===== config.mk =====
export PLATFORM = sky130hd
export DESIGN_NAME = multicycle_control_unit
export DESIGN_NICKNAME = d
export VERILOG_FILES = /design/src/rtl/multicycle_control_unit.sv
export SDC_FILE = /design/constraint.sdc
export NUM_CORES = 1
export LEC_CHECK = 0
export CORE_MARGIN = 2
export CORE_UTILIZATION = 42
export CTS_CLUSTER_DIAMETER = 120
export DETAILED_ROUTE_END_ITERATION = 16
export PLACE_DENSITY = 0.85
export SYNTH_ARGS = -nofsm -noshare
export SYNTH_HDL_FRONTEND = slang
export SYNTH_SLANG_ARGS = --single-unit

===== constraint.sdc =====
create_clock -name clk -period 6.6 [get_ports clk]
set_clock_uncertainty 0.2 [all_clocks]
set_input_delay 1.65 -clock clk [delete_from_list [all_inputs] [get_ports clk]]
set_output_delay 1.65 -clock clk [all_outputs]
set_load 0.02 [all_outputs]

===== src/rtl/multicycle_control_unit.sv =====
// Main FSM and decode for the multicycle ARM-subset datapath.
// Moore outputs per state, gated by the condition check against the NZCV register.
module multicycle_control_unit #(
   parameter logic [3:0] FLAGS_RESET = 4'b0000
) (
   input  logic       clk,
   input  logic       reset,
   input  logic [3:0] cond,
   input  logic [1:0] op,
   input  logic [5:0] funct,
   input  logic [3:0] rd,
   input  logic [3:0] alu_flags,
   output logic       pc_write,
   output logic       adr_src,
   output logic       mem_write,
   output logic       ir_write,
   output logic       reg_write,
   output logic [1:0] result_src,
   output logic       alu_src_a,
   output logic [1:0] alu_src_b,
   output logic [1:0] alu_control,
   output logic [1:0] imm_src,
   output logic [1:0] reg_src,
   output logic [3:0] flags
);

   typedef enum logic [3:0] {
      S_FETCH, S_DECODE, S_MEM_ADR, S_MEM_READ, S_MEM_WB,
      S_MEM_WRITE, S_EXEC_R, S_EXEC_I, S_ALU_WB, S_BRANCH
   } state_t;

   state_t     state, state_next;
   logic [3:0] flags_q;
   logic       reg_w, mem_w, next_pc, branch, alu_op;
   logic       cond_ex;
   logic       cmd_known, cmd_arith;
   logic       flags_we;

   assign flags   = flags_q;
   assign imm_src = op;
   assign reg_src = {op == 2'b01, op == 2'b10};

   always_ff @(posedge clk) begin
      if (reset) begin
         state   <= S_FETCH;
         flags_q <= FLAGS_RESET;
      end else begin
         state <= state_next;
         if (flags_we) begin
            flags_q[3:2] <= alu_flags[3:2];
            if (cmd_arith) flags_q[1:0] <= alu_flags[1:0];
         end
      end
   end

   // ARM condition evaluation against the registered NZCV
   always_comb begin
      cond_ex = 1'b0;
      case (cond)
         4'b0000: cond_ex = flags_q[2];
         4'b0001: cond_ex = ~flags_q[2];
         4'b0010: cond_ex = flags_q[1];
         4'b0011: cond_ex = ~flags_q[1];
         4'b0100: cond_ex = flags_q[3];
         4'b0101: cond_ex = ~flags_q[3];
         4'b0110: cond_ex = flags_q[0];
         4'b0111: cond_ex = ~flags_q[0];
         4'b1000: cond_ex = flags_q[1] & ~flags_q[2];
         4'b1001: cond_ex = ~flags_q[1] | flags_q[2];
         4'b1010: cond_ex = (flags_q[3] == flags_q[0]);
         4'b1011: cond_ex = (flags_q[3] != flags_q[0]);
         4'b1100: cond_ex = ~flags_q[2] & (flags_q[3] == flags_q[0]);
         4'b1101: cond_ex = flags_q[2] | (flags_q[3] != flags_q[0]);
         4'b1110: cond_ex = 1'b1;
         default: cond_ex = 1'b0;
      endcase
   end

   // Unrecognised commands fall back to ADD and never touch the flags
   always_comb begin
      alu_control = 2'b00;
      cmd_known   = 1'b0;
      cmd_arith   = 1'b0;
      if (alu_op) begin
         case (funct[4:1])
            4'b0100: begin alu_control = 2'b00; cmd_known = 1'b1; cmd_arith = 1'b1; end
            4'b0010: begin alu_control = 2'b01; cmd_known = 1'b1; cmd_arith = 1'b1; end
            4'b0000: begin alu_control = 2'b10; cmd_known = 1'b1; end
            4'b1100: begin alu_control = 2'b11; cmd_known = 1'b1; end
            default: alu_control = 2'b00;
         endcase
      end
   end

   assign flags_we  = ((state == S_EXEC_R) || (state == S_EXEC_I)) &&
                      funct[0] && cond_ex && cmd_known;
   assign reg_write = reg_w & cond_ex;
   assign mem_write = mem_w & cond_ex;
   assign pc_write  = next_pc | (cond_ex & (branch | (reg_w & (rd == 4'hF))));

   always_comb begin
      state_next = S_FETCH;
      adr_src    = 1'b0;
      ir_write   = 1'b0;
      result_src = 2'b00;
      alu_src_a  = 1'b0;
      alu_src_b  = 2'b00;
      reg_w      = 1'b0;
      mem_w      = 1'b0;
      next_pc    = 1'b0;
      branch     = 1'b0;
      alu_op     = 1'b0;
      case (state)
         S_FETCH: begin
            alu_src_a  = 1'b1;
            alu_src_b  = 2'b10;
            result_src = 2'b10;
            ir_write   = 1'b1;
            next_pc    = 1'b1;
            state_next = S_DECODE;
         end
         S_DECODE: begin
            alu_src_a  = 1'b1;
            alu_src_b  = 2'b10;
            result_src = 2'b10;
            case (op)
               2'b00:   state_next = funct[5] ? S_EXEC_I : S_EXEC_R;
               2'b01:   state_next = S_MEM_ADR;
               2'b10:   state_next = S_BRANCH;
               default: state_next = S_FETCH;
            endcase
         end
         S_MEM_ADR: begin
            alu_src_b  = 2'b01;
            state_next = funct[0] ? S_MEM_READ : S_MEM_WRITE;
         end
         S_MEM_READ: begin
            adr_src    = 1'b1;
            state_next = S_MEM_WB;
         end
         S_MEM_WB: begin
            result_src = 2'b01;
            reg_w      = 1'b1;
         end
         S_MEM_WRITE: begin
            adr_src = 1'b1;
            mem_w   = 1'b1;
         end
         S_EXEC_R: begin
            alu_op     = 1'b1;
            state_next = S_ALU_WB;
         end
         S_EXEC_I: begin
            alu_src_b  = 2'b01;
            alu_op     = 1'b1;
            state_next = S_ALU_WB;
         end
         S_ALU_WB: reg_w = 1'b1;
         S_BRANCH: begin
            alu_src_b  = 2'b01;
            result_src = 2'b10;
            branch     = 1'b1;
         end
         default: state_next = S_FETCH;
      endcase
   end

endmodule


### Yosys cells after proc, flatten, opt, wreduce, memory -nomap -nowiden

Cells that the tools add are included.

* register bits after elaboration: 8
* input bits: 22
* output and inout bits: 20
* logic and storage cells: 85

* equal/unequal tests: 31
* muxes and demuxes: 20
* bitwise gates (word level): 14
* reduce and logical (&&, ||, !) cells: 17

Operator list (count)
* $eq A4 B4 Y1 const B: 11
* $eq A4 B3 Y1 const B: 9
* $eq A4 B2 Y1 const B: 5
* $pmux W4 S5: 1
* $pmux W1 S15: 1
* $logic_not A4 Y1: 3
* $mux W1: 12
* $pmux W4 S3: 1
* $reduce_or A2 Y1: 5
* $eq A4 B1 Y1 const B: 2
* $pmux W2 S2: 2
* $and A1 B1 Y1: 6
* $pmux W2 S3: 1
* $reduce_or A3 Y1: 2
* $not A1 Y1: 4
* $or A1 B1 Y1: 4
* $reduce_or A4 Y1: 1
* $logic_and A1 B1 Y1: 3
* $mux W3: 1
* $eq A2 B1 Y1 const B: 1
* $eq A2 B2 Y1 const B: 1
* $logic_not A2 Y1: 1
* $mux W2: 1
* $reduce_and A2 Y1: 1
* other kinds (3): 3

### Depth between registers and ports, before layout

* depth in word-level cells: 7
* depth in mapped cells: 7
* gate-level depth less buffers: 6

### Worst setup path after synthesis

OpenSTA, ideal clock, no wires.

* path type: input -> output
* from: input cond[0]
* to: output reg_write
* data arrival time: 3.128 ns
* data required time: 4.750 ns
* path slack: 1.622 ns
* cell stages on the path: 5
* path buffers: 1
* cells stage by stage: buf_2 nor4bb_1 nor3_1 o2111a_2 nor4_1

* longest elaborated chain between the ends: 3
* elaborated cells between the ends (all ways): 17
* classes of those cells: 14 x eq/ne; 1 x mux; 1 x bitwise; 1 x reduce/logical

RTL lines
* from (decl): line 8 `input logic [3:0] cond,`
* $eq A4 B4 Y1, or another cell as far along: line 59 `case (cond)`
* $pmux W1 S15 (*): line 59
* $and A1 B1 Y1 (*): line 97 `assign reg_write = reg_w & cond_ex;`
* to (decl): line 17 `output logic reg_write,`

Mark *: on every way between the ends. The rest lies on a longest branch, timed or not.

### Worst setup path after layout

* from: input cond[0]
* to: output pc_write

* longest elaborated chain between the ends: 4
* elaborated cells between the ends (all ways): 18
* classes of those cells: 14 x eq/ne; 1 x mux; 2 x bitwise; 1 x reduce/logical

RTL lines
* $eq A4 B4 Y1, or another cell as far along: line 59
* $pmux W1 S15 (*): line 59
* $and A1 B1 Y1 (*): line 99 `assign pc_write = next_pc | (cond_ex & (branch | (reg_w & (rd == 4'hF))));`
* $or A1 B1 Y1 (*): line 99
* to (decl): line 13 `output logic pc_write,`

Marks and branches as above.

==> metrics <==
run status=finished, final reports clean; first-pass GRT wire length=3.332 mm; area share of the largest cell type after synthesis=roughly 20%; peak supply drop=about 0.0001 V; Avg Inst Size Synth=between 7 and 8 µm²; I/O pin count=42; Total GRT Usage=around a fifth; area of the multi-input gates=roughly 580 µm²; Clock power frac=23.3%; CTS Hold Bufs=0; net switching power figure=~0.000050 W; final net count=approximately 170; post-CTS setup buffers=0; vias per cell=between 5 and 6; Die X=around 47 µm; CTS buffer count=3; pin count of the biggest net entering global routing=18; share of post-route cells with drive strength above 1=5.674%; Area Growth Syn to Fin=53.08%; P_leak=roughly 0.40 nW; Rows=15; max_slew headroom=~63%; setup tns final=0 ns; Layout Cells excl Fill=approximately 170; critical path fanouts, max=12; Synthesized Nets=about 130; Startpoint Class=input port; P_int=around 0.00011 W; netlist area before placement=about 790 µm²; Distinct cells, synth=40; post-DP HPWL=~1.6 mm; Final Hold Viols=0; gr ovfl total=0; fin util=69.46%; clock-pin slew on the worst setup and hold paths=approximately 0.050 ns; core area=between 1500 and 2000 µm²; Worst R2R Path Depth=5; Hold Path Stages=2; sequential share of the synthesized area=between 20% and 30%; Setup crit end kind=output pin; post-synth top area cell=dfxtp_1; Critical Path AT=roughly 4.2 ns; Initial DRC Count=9; fill count=150; drt wl/cell=~13 µm; # diodes=0; ys async rst share=0%; HP Class=reg -> reg; CTS tree=yes; clock tree buffer depth=2; CTS sink cnt=8; Warnings, synthesis=0; GPL Wtd Cong=around 0.9; maxcap violations=0; Final Setup Violations=0; number of flops mapped to enable cells by yosys=0; routed wire length=2.085 mm; Sw Ratio=32.34%; DRC violations left=0; clock root buffer=clkbuf_4; Initial Util=45.38%; Skew-Pair Late Insertion Delay=0.25 ns; top post-synthesis cells by area=dfxtp_1, xnor2_1, nand2b_1; top_reg_cell synth=dfxtp_1; DIE AREA=2249 µm²; final cycle utilization of the critical path=between 90% and 100%; PwrDens=about 130 nW/µm²; routed via count=895; Worst Path Class, Setup=in -> out; H-tree levels=1; Seq pwr share=approximately a third; Critical Path RT=around 4.8 ns; initial antenna violation count=0; minimum clock period=roughly 6.0 ns; register area=between 150 and 200 µm²; post-placement cell count=around 160; vias in the first global route=~790; Mapped Cells=106; Worst Max-Slew Pin Slew=0.5508 ns; Seq cells post-synth=8; RSZ-0062 raised after global routing=false; First-pass DRT Iterations=4; Die Height=about 47 µm; Final Max Slew Viols=0; Final ANT Viol Nets=0; IO buf count=between 40 and 50; post-cts sizing count=0; Achievable Freq=around 170 MHz; Gate power share=between 40% and 50%
[synthesized netlist by cell type (all sizes together) (2+ instances only)]
| master | instances |
|---|---|
| nor3 | 10 |
| or3b | 2 |
| buf | 6 |
| nand4 | 2 |
| nor2 | 8 |
| clkbuf | 3 |
| nor2b | 3 |
| nand3b | 2 |
| xnor2 | 8 |
| mux2i | 4 |
| or3 | 3 |
| a21oi | 7 |
| nor4 | 4 |
| dfxtp | 8 |
| nand2 | 5 |
| nand2b | 10 |
| o21ai | 4 |
[metal layers]
| layer | track usage (%) | vias to the layer above | wire (µm) |
|---|---|---|---|
| li1 | - | 453 | - |
| met3 | 7.547 | 0 | 144 |
| met2 | 37.57 | 29 | 1034 |
| met4 | 1.667 | 0 | 0 |
| met1 | 23.06 | 413 | 906 |
| met5 | 0 | - | 0 |
[worst paths after layout]
check / startpoint / to / slack (ns)
hold reg to reg: flags[1] / flags[1] / 0.34
setup reg to reg: state[2] / flags[1] / 4.38
hold / removal: flags[1] / flags[1] / 0.34
setup / recovery: cond[0] / pc_write / 0.58
[per-stage QoR]
stage / area, µm² / total power [W] / setup WS (ns) / hold WS, ns
2_1_floorplan: 792.0 / 0.00008940 / 1.622 / 0.3614
3_5_place_dp: 1190 / 0.0001204 / 0.5830 / 0.3419
6_report: 1212 / 0.0001561 / 0.5816 / 0.3404
5_1_grt: 1212 / 0.0001655 / 0.4714 / 0.3651
3_3_place_gp: 1190 / 0.0001188 / 0.6665 / 0.3254
4_1_cts: 1212 / 0.0001575 / 0.5858 / 0.3483
[placed cells by master, fill, tap and decap left out, types with 4 or more instances in the layout]
cell type and instances:
clkdlybuf4s50_1 41, nor3_1 9, nand2b_1 9, xnor2_1 8
dfxtp_1 8, nor2_1 7, a21oi_1 7, nand2_1 5
nor4_1 4, o21ai_0 4, mux2i_1 4
[power groups by stage]
| stage | sequential [W] | combinational (W) | clock [W] |
|---|---|---|---|
| after detailed placement | 0.0000561 | 0.0000642 | 0 |
| final | 0.0000551 | 0.0000646 | 0.0000364 |
| after global routing | 0.0000556 | 0.0000695 | 0.0000403 |
| after floorplan | 0.0000516 | 0.0000378 | 0 |
| after CTS | 0.0000550 | 0.0000648 | 0.0000377 |
| after global placement | 0.0000559 | 0.0000629 | 0 |
[cell type report]
class                   count  share of cell area, %
clock buffers               3                  1.858
multi-input cells          87                  47.88
flip-flops and latches      8                  13.21
well taps                  25                  2.580
inverters                   2                 0.6192
repair buffers             41                  33.85
[worst max-delay path, cell delays in order]
cell and delay, ns:
clkdlybuf4s50_1 0.71, and4bb_1 0.26, a221o_1 0.34, nor3_1 0.14, o2111a_2 0.29, nor2_1 0.06, a21o_1 0.17, clkdlybuf4s50_1 0.54
[cells by family (layout without fill, tap and decap cells)]
| kind of cell | count (synthesis) | after routing | synth area share (%) |
|---|---|---|---|
| AOI/OAI and AO/OA | 18 | 18 | 14.22 |
| xor gates and xnor gates | 9 | 9 | 9.953 |
| and+or+nand+nor | 56 | 56 | 44.08 |
| muxes | 4 | 4 | 5.055 |
| buffers and inverters | 11 | 46 | 6.476 |
| DFF | 8 | 8 | 20.22 |
[state kept, by name, summed over array words and instances (netlist names)]
| name | flops |
|---|---|
| state | 4 |
| flags | 4 |
Power figures use the tool's default switching activity.
